--- config.mk ---
export PLATFORM = sky130hd
export DESIGN_NAME = vector_issue_queue
export DESIGN_NICKNAME = d
export VERILOG_FILES = /design/src/rtl/vector_issue_pkg.sv /design/src/rtl/issue_fifo.sv /design/src/rtl/vector_issue_queue.sv
export SDC_FILE = /design/constraint.sdc
export NUM_CORES = 1
export LEC_CHECK = 0
export CAP_MARGIN = 0
export CORE_UTILIZATION = 30
export CTS_BUF_LIST = sky130_fd_sc_hd__clkbuf_8 sky130_fd_sc_hd__clkbuf_16
export CTS_CLUSTER_SIZE = 24
export DETAILED_ROUTE_END_ITERATION = 8
export SLEW_MARGIN = 0
export SYNTH_ARGS = -nofsm -noshare
export SYNTH_HDL_FRONTEND = slang
export SYNTH_HIERARCHICAL = 1
export SYNTH_SLANG_ARGS = --single-unit
export TNS_END_PERCENT = 100
--- constraint.sdc ---
create_clock -name clk -period 3.1 [get_ports clk]
set_clock_uncertainty 0.2 [all_clocks]
set_input_delay 0.775 -clock clk [delete_from_list [all_inputs] [get_ports clk]]
set_output_delay 0.775 -clock clk [all_outputs]
set_load 0.005 [all_outputs]
--- src/rtl/vector_issue_pkg.sv ---
// Packet layout shared by the scalar-side issuer and the vector dispatch decode.
package vector_issue_pkg;

    localparam int unsigned INSTR_LSB = 0;
    localparam int unsigned INSTR_W   = 32;
    localparam int unsigned RS1_LSB   = 32;
    localparam int unsigned RS1_W     = 32;
    localparam int unsigned RS2_LSB   = 64;
    localparam int unsigned RS2_W     = 32;
    localparam int unsigned PACKET_W  = INSTR_W + RS1_W + RS2_W;

    // Most-significant field first so the struct matches the flat bit layout.
    typedef struct packed {
        logic [RS2_W-1:0]   rs2;
        logic [RS1_W-1:0]   rs1;
        logic [INSTR_W-1:0] instr;
    } vec_packet_t;

endpackage

--- src/rtl/issue_fifo.sv ---
// Packet storage with wrapping pointers and a separate occupancy counter.
module issue_fifo
    import vector_issue_pkg::*;
#(
    parameter int unsigned WIDTH = PACKET_W,
    parameter int unsigned DEPTH = 4
) (
    input  logic                       clk,
    input  logic                       rst,
    input  logic                       push_valid,
    input  logic [WIDTH-1:0]           push_data,
    output logic                       push_ready,
    input  logic                       pop,
    output logic [WIDTH-1:0]           head_data,
    output logic [$clog2(DEPTH+1)-1:0] occupancy
);

    localparam int unsigned PTR_W = $clog2(DEPTH);
    localparam int unsigned CNT_W = $clog2(DEPTH + 1);

    logic [WIDTH-1:0] mem [DEPTH];
    logic [PTR_W-1:0] wr_ptr;
    logic [PTR_W-1:0] rd_ptr;
    logic             push_fire;
    logic             pop_fire;

    // Full is judged on current occupancy only, so a same-cycle pop never relieves it.
    assign push_ready = (occupancy != CNT_W'(DEPTH));
    assign push_fire  = push_valid && push_ready;
    assign pop_fire   = pop && (occupancy != CNT_W'(0));
    assign head_data  = mem[rd_ptr];

    // Storage write; contents are intentionally not reset.
    always_ff @(posedge clk) begin
        if (push_fire) begin
            mem[wr_ptr] <= push_data;
        end
    end

    // Pointer and occupancy update.
    always_ff @(posedge clk or negedge rst) begin
        if (!rst) begin
            wr_ptr    <= '0;
            rd_ptr    <= '0;
            occupancy <= '0;
        end else begin
            if (push_fire) begin
                wr_ptr <= wr_ptr + PTR_W'(1);
            end
            if (pop_fire) begin
                rd_ptr <= rd_ptr + PTR_W'(1);
            end
            case ({push_fire, pop_fire})
                2'b10:   occupancy <= occupancy + CNT_W'(1);
                2'b01:   occupancy <= occupancy - CNT_W'(1);
                default: occupancy <= occupancy;
            endcase
        end
    end

endmodule

--- src/rtl/vector_issue_queue.sv ---
// Scalar-side issuer: queues committed vector packets, throttles on in-flight count.
module vector_issue_queue
    import vector_issue_pkg::*;
#(
    parameter int unsigned DATA_FROM_SCALAR = PACKET_W,
    parameter int unsigned QUEUE_DEPTH      = 4,
    parameter int unsigned MAX_OUTSTANDING  = 8
) (
    input  logic                                 clk,
    input  logic                                 rst,
    input  logic                                 push_valid,
    input  logic [DATA_FROM_SCALAR-1:0]          push_data,
    output logic                                 push_ready,
    output logic                                 valid_fifo,
    output logic [DATA_FROM_SCALAR-1:0]          instruction,
    input  logic                                 ready,
    input  logic                                 vec_done,
    output logic [$clog2(MAX_OUTSTANDING+1)-1:0] outstanding,
    output logic [$clog2(QUEUE_DEPTH+1)-1:0]     occupancy,
    output logic                                 vector_idle,
    output logic                                 done_underflow
);

    localparam int unsigned OUT_W = $clog2(MAX_OUTSTANDING + 1);
    localparam int unsigned OCC_W = $clog2(QUEUE_DEPTH + 1);

    logic issue;

    issue_fifo #(
        .WIDTH (DATA_FROM_SCALAR),
        .DEPTH (QUEUE_DEPTH)
    ) u_fifo (
        .clk        (clk),
        .rst        (rst),
        .push_valid (push_valid),
        .push_data  (push_data),
        .push_ready (push_ready),
        .pop        (issue),
        .head_data  (instruction),
        .occupancy  (occupancy)
    );

    // Issue is offered only when data is queued and the in-flight limit is not reached.
    assign valid_fifo  = (occupancy != OCC_W'(0)) && (outstanding != OUT_W'(MAX_OUTSTANDING));
    assign issue       = valid_fifo && ready;
    assign vector_idle = (occupancy == OCC_W'(0)) && (outstanding == OUT_W'(0));

    // In-flight counter with sticky underflow detection on a stray completion.
    always_ff @(posedge clk or negedge rst) begin
        if (!rst) begin
            outstanding    <= '0;
            done_underflow <= 1'b0;
        end else begin
            if (issue && !vec_done) begin
                outstanding <= outstanding + OUT_W'(1);
            end else if (!issue && vec_done) begin
                if (outstanding == OUT_W'(0)) begin
                    done_underflow <= 1'b1;
                end else begin
                    outstanding <= outstanding - OUT_W'(1);
                end
            end
        end
    end

endmodule

* Word-level counts from Yosys, hierarchy flattened
Memory sizes are Yosys's and may differ from the RTL's.
Index checks and enable logic that the tools add are counted.
** Word-level totals
- Bits in latches :: 0
- Flip-flop bits (word level) :: 12
- Bits in read-only memories :: 0
- Word-level logic and storage cells :: 40
- Input bits :: 101
- Memory bits (writable) :: 384
- Memories :: 1
- Output and inout port bits :: 107
** Memories
- u_fifo.mem :: words 4, bits a word 96, rd ports 1, clocked after memory_dff 0, wr ports 1, RTL line issue_fifo.sv:21 : logic [WIDTH-1:0] mem [DEPTH];
** Cells by class
- Shift operators :: 0
- Divide/modulo/power cells :: 0
- Multiplexer cells :: 6
- $add $sub $neg :: 6
- Reductions and logical operators :: 16
- Eq/ne operators :: 5
- Bitwise gates (word level) :: 1
- Multipliers :: 0
- Magnitude comparators :: 0
** Operators by type and width (number)
- $mux W4 :: 3
- $logic_and A1 B1 Y1 :: 7
- $pmux W3 S2 :: 1
- $add A2 B1 Y2 const B :: 2
- $add A4 B1 Y4 const B :: 1
- $logic_not A4 Y1 :: 1
- $ne A4 B4 Y1 const B :: 1
- $reduce_bool A2 Y1 :: 2
- $sub A4 B1 Y4 const B :: 1
- $add A3 B1 Y3 const B :: 1
- $logic_not A3 Y1 :: 1
- $ne A3 B3 Y1 const B :: 1
- $reduce_and A3 Y1 :: 1
- $reduce_bool A3 Y1 :: 1
- $sub A3 B1 Y3 const B :: 1
- $eq A2 B1 Y1 const B :: 1
- $eq A2 B2 Y1 const B :: 1
- $logic_not A1 Y1 :: 2
- $mux W1 :: 2
- $ne A2 B2 Y1 const B :: 1
- $reduce_and A2 Y1 :: 1
- $not A1 Y1 :: 1

* Depth between registers and ports, before layout
Gate-level depths: netlist of run 1.
- Depth after elaboration :: 7
- Gate-level depth with buffers :: 11

* Cells and area by module
The synthesis of run 1 kept the hierarchy.
** By module, submodules not included
- issue_fifo :: cells each 538, instances 1, seq. area each 11706.2 um^2, area an instance 14246.2 um^2
- vector_issue_queue :: cells each 33, instances 1, seq. area each 125.1 um^2, area an instance 342.8 um^2

* Least setup slack after synthesis of run 1
Ideal clock, no wire load.
- Path type :: input-to-reg
- Start :: in push_valid
- End :: mem u_fifo/mem[3][0] in the netlist's numbering (enable)
- Arrival :: 2019 ps
- Stages :: 1
- Path slack :: 469 ps
- Path through :: and3_2
** On the way
- Longest elaborated chain between the ends :: 3
** RTL lines
- from (decl) :: RTL line vector_issue_queue.sv:11 : input logic push_valid,
- $logic_and A1 B1 Y1 :: RTL line issue_fifo.sv:29 : assign push_fire = push_valid && push_ready;
- $mux W1 :: RTL line issue_fifo.sv:35 : if (push_fire) begin
- $mux W1 (not written as such) :: RTL line issue_fifo.sv:36 : mem[wr_ptr] <= push_data;
- to (decl) :: RTL line issue_fifo.sv:21
No other way between the ends.

* Worst setup path in the final report of run 1
- Start :: reg u_fifo.rd_ptr[0]
- End :: out instruction[60]
** On the way
- Longest elaborated chain between the ends :: 1
** RTL lines
- from (decl) :: RTL line issue_fifo.sv:23 : logic [PTR_W-1:0] rd_ptr;
- from (signal assigned) :: RTL line issue_fifo.sv:51 : rd_ptr <= rd_ptr + PTR_W'(1);
- $mem_v2 Z4 W96
- to (decl) :: RTL line vector_issue_queue.sv:15 : output logic [DATA_FROM_SCALAR-1:0] instruction,
No other way between the ends.

==> results of run 1 <==
[metrics by stage]
stage          cells  TNS [ps]  utilization, %
2_1_floorplan    571         0               -
3_3_place_gp    1388         0            36.8
3_5_place_dp    1388         0            36.8
4_1_cts         1508     -3150            40.4
5_1_grt         1515     -3650            40.5
6_report        1515      -957            40.5
[layout make-up]
cell class	count	area, sq um
clock buffers	47	1180
repair buffers	271	2730
fillers	4243	28500
flip-flops and latches	396	11800
well taps	615	769
inverters	9	33.8
clock inverters	33	224
multi-input cells	144	2620
[cell usage after synthesis, types with 2 or more instances]
master | number | area, sq um
and2_1 | 2 | 12.5
and3_2 | 4 | 30.0
nand2_1 | 3 | 11.3
edfxtp_1 | 384 | 11500
clkbuf_1 | 6 | 22.5
mux4_2 | 96 | 2160
fa_1 | 2 | 40.0
nor2_1 | 2 | 7.51
nor3_1 | 3 | 15.0
xnor2_1 | 5 | 43.8
inv_1 | 9 | 33.8
ha_1 | 9 | 113
dfrtp_1 | 12 | 300
buf_2 | 12 | 60.1
buf_6 | 4 | 45.0
xor2_1 | 4 | 35.0
a21oi_1 | 2 | 10.0
mux2_4 | 2 | 30.0
[registers in the layout, summed over array words and instances (netlist names)]
register          cells
u_fifo/wr_ptr         2
done_underflow        1
u_fifo/mem          384
u_fifo/occupancy      3
u_fifo/rd_ptr         2
outstanding           4
[worst max-delay path by stage]
stage	start	cells after the start	to	slack [ps]
after floorplan	push_valid	1	u_fifo/mem[3][0]	470
after global placement	ready	10	u_fifo/occupancy[2]	250
after detailed placement	ready	10	outstanding[3]	210
after CTS	u_fifo/rd_ptr[0]	6	instruction[78]	-110
after global routing	u_fifo/rd_ptr[0]	6	instruction[9]	-130
final	u_fifo/rd_ptr[0]	6	instruction[60]	-50
[worst register-to-register path, cell delays in order (launching register included)]
cell and delay, ps:
dfrtp_2 440, buf_4 150, nor3_1 190, a21oi_1 110, nand2_1 90, inv_1 60, ha_1 190, inv_1 150
ha_1 300, a21oi_1 200, a211oi_1 100, a31oi_1 220, xnor2_1 150
[metal layers]
metal,vias to the layer above,GRT usage (%)
met2,188,20.2
met1,3592,16.8
li1,3033,-
met5,-,0
met3,53,4.47
met4,4,3.45
[what timing repair did]
action / in CTS / in global routing
setup buffers: 32 / 13
pin swaps: 1 / 1
endpoints found under the setup margin: 97 / 73
gates cloned: 8 / 0
resized for setup: 389 / 33
endpoints found under the hold margin: 0 / 0
[cells by family after synthesis]
logic type               share of synthesized area, %
flip-flops                                       81.1
buffers and inverters                            1.11
AO/OA/AOI/OAI                                   0.335
XOR/XNOR                                        0.540
multiplexers                                     15.1
adder cells (fa/ha/maj)                          1.05
AND/OR/NAND/NOR                                 0.780
[power groups by stage]
| stage | combinational (uW) | sequential [uW] | clock (uW) |
|---|---|---|---|
| 6_report | 6480 | 7390 | 5010 |
| 3_3_place_gp | 6050 | 7510 | 0 |
| 5_1_grt | 6990 | 7490 | 5370 |
| 3_5_place_dp | 6040 | 7570 | 0 |
| 4_1_cts | 6570 | 7410 | 5180 |
| 2_1_floorplan | 2970 | 7430 | 0 |
==> summary.md, run 1 <==
| Metric | Value |
|---|---|
| Outcome | `complete, but fails checks` |
| Violated checks | `setup timing` |
| First-pass GRT wire length | `~47 mm` |
| Drt total wl | `31.2 mm` |
| Mapped cell area | `between 10000 and 15000 sq um` |
| Cells after synthesis | `about 570` |
| Sequential Power Share | `39.1%` |
| Fmax achieved | `~320 MHz` |
| Num ports | `208` |
| Origin of the critical flop-to-flop path | `outstanding[0]` |
| TritonCTS Buffers | `45` |
| NetSw | `5200 uW` |
| Critical path startpoint category | `flip-flop` |
| Via count | `6870` |
| Most common cell after layout, fill and taps aside | `edfxtp_1` |
| Initial Utilization | `between 30 and 40%` |
| Placement Cell Area | `17600 sq um` |
| Fin crit share | `102%` |
| # DRC | `0` |
| Slew HR | `slightly above 60%` |
| Final setup margin | `-53.4 ps` |
| Yosys reg bits | `396` |
| N_diodes | `0` |
| WL met2 | `14.7 mm` |
| Worst path cell trace | `buf_12, buf_12, buf_16, buf_12, mux4_2, buf_2` |
| Post-synthesis sequential area ratio | `between 80% and 90%` |
| Final ANT Viol Nets | `0` |
| CTS tree | `done` |
| DIE AREA | `49500 sq um` |
| Worst hold margin | `258 ps` |
| CTS root buf | `clkbuf_16` |
| Cts-stage hold buffer count | `0` |
| VDD IR max | `445 uV` |
| Sink Count | `396` |
| Routability Congestion | `about 0.70` |
| Final setup viols | `28` |
| Routed len/inst | `20.6 um` |
| Worst min path class | `reg2reg` |
| H-Tree Depth | `2` |
| Nets | `979` |
| Drt pass-1 iters | `4` |
| Net Sw Frac | `27.5%` |
| Number of synthesized flops with an enable pin | `384` |
| Crit-path max FO | `6` |
| CP endpoint kind | `output pin` |
| CTS Buffer Depth | `3` |
| Count of final hold-check violations | `0` |
| Worst-path clk slew | `60 ps` |
| Async S/R FF share, synth | `3.03%` |
| Site row count | `80` |
| IO buf count | `207` |
| CP peak stage delay | `500 ps` |
| CP Data Arrival Time | `~2200 ps` |
| Worst r2r path cells | `12` |
| Largest net degree at the start of global routing | `65` |
| Critical path class | `reg2out` |
| Min cycle time layout | `roughly 3200 ps` |
| Vias in the first global route | `approximately 7500` |
| Top layer reached by signal wires | `met5` |
| Leakage power | `~0.0066 uW` |
| Hold Crit Start | `done_underflow` |
| Synth warn | `6` |
| Gate power share | `34.3%` |
| Syn_area_per_cell | `roughly 26 sq um` |
| Int Power | `13700 uW` |
| Cell area power density | `roughly 970 nW/um^2` |
| Wire length on met1 | `13.6 mm` |
| Initial drt markers | `381` |
| Core ar. | `47800 sq um` |
| Syn Nets | `683` |
| Critical Path Slowest Stage Cell | `dfrtp_4` |
| CP delay by family, top | `buffers and inverters` |
| WL met3 | `2.19 mm` |
| Final Power | `around 19000 uW` |
| Worst Hold Depth | `1` |
| Worst-Skew Late Latency | `550 ps` |
| Syn-to-layout area delta | `32.9%` |
| Initial antenna violation count | `2` |
| CP dominant cell by count | `buf_12` |
| Main synth FF type | `edfxtp_1` |
| Commonest cells after routing, fill and taps aside | `384 x edfxtp_1, 111 x clkdlybuf4s50_1, 96 x mux4_2, 59 x buf_2, 47 x clkbuf_16` |
| Die Wd | `223 um` |
| Clock Power Share | `a little over a quarter` |
| Max-cap violations | `0` |
| All-Layer GR Usage | `12.8%` |
| R2r setup slk | `490 ps` |
| Endpoint, Worst Hold | `done_underflow` |
| Post-Place Setup Slack | `213 ps` |
| RR Endpoint | `outstanding[3]` |
| RSZ-0062 raised after global routing | `true` |
| Synth unique cells | `28` |
| Critical path required time | `2120 ps` |
| Die Height | `223 um` |
| DP HPWL | `17.2 mm` |
| Via/cell ratio | `around 4.5` |
| Slew Viols, Final | `0` |
| Worst-Margin Slew | `563 ps` |
| Fin area | `between 15000 and 20000 sq um` |
| Global route overflow | `0` |
| CP Buf/Inv Count | `5` |
| Share of cells above drive strength 1 | `between 30% and 40%` |
No activity file was read; power rests on OpenSTA's default activity.
==> run 2, diff against run 1 <==
==> constraint.sdc (replaced) <==
create_clock -name clk -period 3.3 [get_ports clk]
set_clock_uncertainty 0.2 [all_clocks]
set_input_delay 0.825 -clock clk [delete_from_list [all_inputs] [get_ports clk]]
set_output_delay 0.825 -clock clk [all_outputs]
set_load 0.005 [all_outputs]
==> run 2 against run 1 <==
Core utilization about the same; combinational power shrank 11%; non-clock buffer count down 16; global-route usage fell by 0.083 points; hold slack improved by 5.4 ps; cell area up 0.12%; first-iteration DRC count fell by 9.2%; total power down 6.5%; clock power decreased by 2%; the run now ends clean; die area is the same; routed wire length hardly changed; critical path depth did not move.
==> summary.md, run 2 (synthesis gave the netlist of run 1 again) <==
| Metric | Value |
|---|---|
| Outcome | `finished clean` |
| DP HPWL | `17.1 mm (-0.63%)` |
| Initial Utilization | `30.5% (unchanged)` |
| Filler Cells Inserted | `4233 (-0.24%)` |
| Via/cell ratio | `4.54 (+0.14%)` |
| # DRC | `0 (unchanged)` |
| Footprint of the multi-input gates | `2610 sq um (-0.33%)` |
| Fin area | `19400 sq um (+0.12%)` |
| M2 GR Usage | `20.3% (+0.11 points)` |
| Slew Viols, Final | `0 (unchanged)` |
| Net Sw Frac | `27.0% (-0.55 points)` |
| Final setup viols | `0 (-100%)` |
| DIE AREA | `49500 sq um (unchanged)` |
| Worst-Margin Slew | `632 ps (+69.8 ps)` |
| Max-cap violations | `0 (unchanged)` |
| Vias in the first global route | `7381 (-1.4%)` |
| Share of cells above drive strength 1 | `27.2% (-9.1 points)` |
| Initial antenna violation count | `2 (unchanged)` |
| Int Power | `12900 uW (-5.8%)` |
| Placement Cell Area | `17600 sq um (-0.16%)` |
| Critical path required time | `2270 ps (+150 ps)` |
| Critical path startpoint category | `flip-flop` |
| Sequential Power Share | `39.4% (+0.3 points)` |
| Endpoint, Worst Hold | `done_underflow` |
| Cell area power density | `909 nW/um^2 (-6.6%)` |
| Worst-Skew Late Latency | `550 ps (about the same)` |
| RSZ-0062 raised after global routing | `true` |
| Critical path class | `reg2out` |
| RR Endpoint | `outstanding[3]` |
| All-Layer GR Usage | `12.7% (-0.083 points)` |
| CP Data Arrival Time | `2190 ps (about the same)` |
| Worst-path clk slew | `60 ps (about the same)` |
| Min cycle time layout | `approximately 3200 ps` |
| CTS root buf | `clkbuf_16` |
| Worst Hold Depth | `1 (unchanged)` |
| Fin crit share | `approximately 97%` |
| Drt pass-1 iters | `4 (unchanged)` |
| Routed len/inst | `20.9 um (+1.4%)` |
| Clock Power Share | `27.8% (+1.3 points)` |
| Most common cell after layout, fill and taps aside | `edfxtp_1` |
| Gate power share | `32.8% (-1.5 points)` |
| H-Tree Depth | `2 (unchanged)` |
| Final ANT Viol Nets | `0 (unchanged)` |
| Site row count | `80 (unchanged)` |
| Most used routing layer | `met2` |
| Commonest cells after routing, fill and taps aside | `384 x edfxtp_1, 111 x clkdlybuf4s50_1, 96 x mux4_2, 50 x dlygate4sd2_1, 46 x clkbuf_16` |
| GR Layer Usage met3 | `3.97% (-0.50 points)` |
| Fmax achieved | `311 MHz` |
| Sequential cell area | `11800 sq um (about the same)` |
| Final design utilization | `40.6% (+0.050 points)` |
| Worst hold margin | `263 ps (+5.38 ps)` |
| Routability Congestion | `0.674 (-3.0%)` |
| Worst r2r path cells | `11 (-1)` |
| Core ar. | `47800 sq um (unchanged)` |
| Leakage power | `0.00652 uW (-0.95%)` |
| CTS tree | `done` |
| Final Instance Count excl. Fillers | `1496 (-1.3%)` |
| Slew HR | `57.7% (-4.7 points)` |
| Max reg flops | `384 (unchanged)` |
| Top flop regs | `u_fifo/mem (384), outstanding (4), u_fifo/occupancy (3)` |
| Most flops, register | `u_fifo/mem` |
| Worst min path class | `reg2reg` |
| NetSw | `4760 uW (-8.4%)` |
| Die Wd | `223 um (unchanged)` |
| Nets | `961 (-1.8%)` |
| Initial drt markers | `346 (-9.2%)` |
| IO buf count | `207 (unchanged)` |
| Die Height | `223 um (unchanged)` |
| Global route overflow | `0 (unchanged)` |
| Largest net degree at the start of global routing | `75 (+15%)` |
| Via count | `6793 (-1.1%)` |
| Num ports | `208 (unchanged)` |
| CTS Buffer Depth | `3 (unchanged)` |
| First-pass GRT wire length | `46.3 mm (-1.4%)` |
| Drt total wl | `31.2 mm (about the same)` |
| CP endpoint kind | `output pin` |
| R2r setup slk | `780 ps (+290 ps)` |
| Hold Crit Start | `done_underflow` |
| Crit-path max FO | `7 (+1)` |
| TritonCTS Buffers | `43 (-4.4%)` |
| Count of final hold-check violations | `0 (unchanged)` |
| Origin of the critical flop-to-flop path | `outstanding[0]` |
| Met1 Usage GRT | `16.8% (about the same)` |
| VDD IR max | `520 uV (+17%)` |
| DP Cell Count | `1386 (-0.14%)` |
| Syn-to-layout area delta | `33.1%` |
| Setup TNS | `0 ps (+957 ps)` |
| Sink Count | `396 (unchanged)` |
[run 2: changes by cell type in the layout (fill, tap and decap cells not counted), moves of 4 or more]
cell,delta
buf_2,-56
buf_6,-26
clkdlybuf4s15_1,+24
clkinv_4,+4
clkinv_1,-5
dlygate4sd2_1,+48
buf_8,-4
clkbuf_2,+4
buf_12,-6
clkinv_2,-4
bufinv_16,+4
[run 2: what timing repair did]
item | in CTS | in global routing
cloned | 6 | 1
resized for setup | 140 | 45
buffers inserted | 25 | 2
setup endpoints to repair | 92 | 45
hold buffers | 0 | 0
[run 2: power groups by stage]
stage / combinational (uW) / sequential (uW) / clock [uW]
floorplan: 2790 / 6980 / 0
global placement: 5640 / 7060 / 0
detailed placement: 5650 / 7110 / 0
CTS: 5940 / 6980 / 5070
global route: 6280 / 7050 / 5230
finish: 5790 / 6960 / 4910
[run 2: critical path: stages (launching register included)]
cell and delay, ps:
dfrtp_4 490, buf_12 170, buf_12 140, buf_16 130
buf_4 140, mux4_2 420, buf_2 140
[run 2: area by class of cell]
cell class                 count  share of cell area (%)
clock inverter                31                    1.74
tap                          615                    3.96
sequential                   396                    61.0
antenna                        1                  0.0129
inverter                       9                   0.174
clock buffer                  45                    5.80
multi-input combinational    144                    13.4
timing repair buffer         255                    13.9
[run 2: routing by layer]
layer	part of all wire [%]	vias up
met5	0.083	-
met4	1.5	4
met3	6.0	38
met2	49	185
met1	44	3567
li1	-	2999
[run 2: how the worst max path moves through the flow]
| stage | from | end | slack (ps) | cells past startpoint |
|---|---|---|---|---|
| 2_1_floorplan | push_valid | u_fifo/mem[3][0] | 620 | 1 |
| 3_3_place_gp | ready | u_fifo/occupancy[2] | 330 | 10 |
| 3_5_place_dp | ready | outstanding[3] | 340 | 10 |
| 4_1_cts | u_fifo/rd_ptr[0] | instruction[36] | -110 | 6 |
| 5_1_grt | u_fifo/rd_ptr[0] | instruction[15] | -20 | 6 |
| 6_report | u_fifo/rd_ptr[0] | instruction[52] | 80 | 6 |
[run 2: metrics by stage]
step	worst slack (ps)	total power, uW
5_1_grt	-18.5	18600
3_5_place_dp	337	12800
4_1_cts	-106	18000
6_report	84.2	17700
3_3_place_gp	326	12700
2_1_floorplan	619	9770
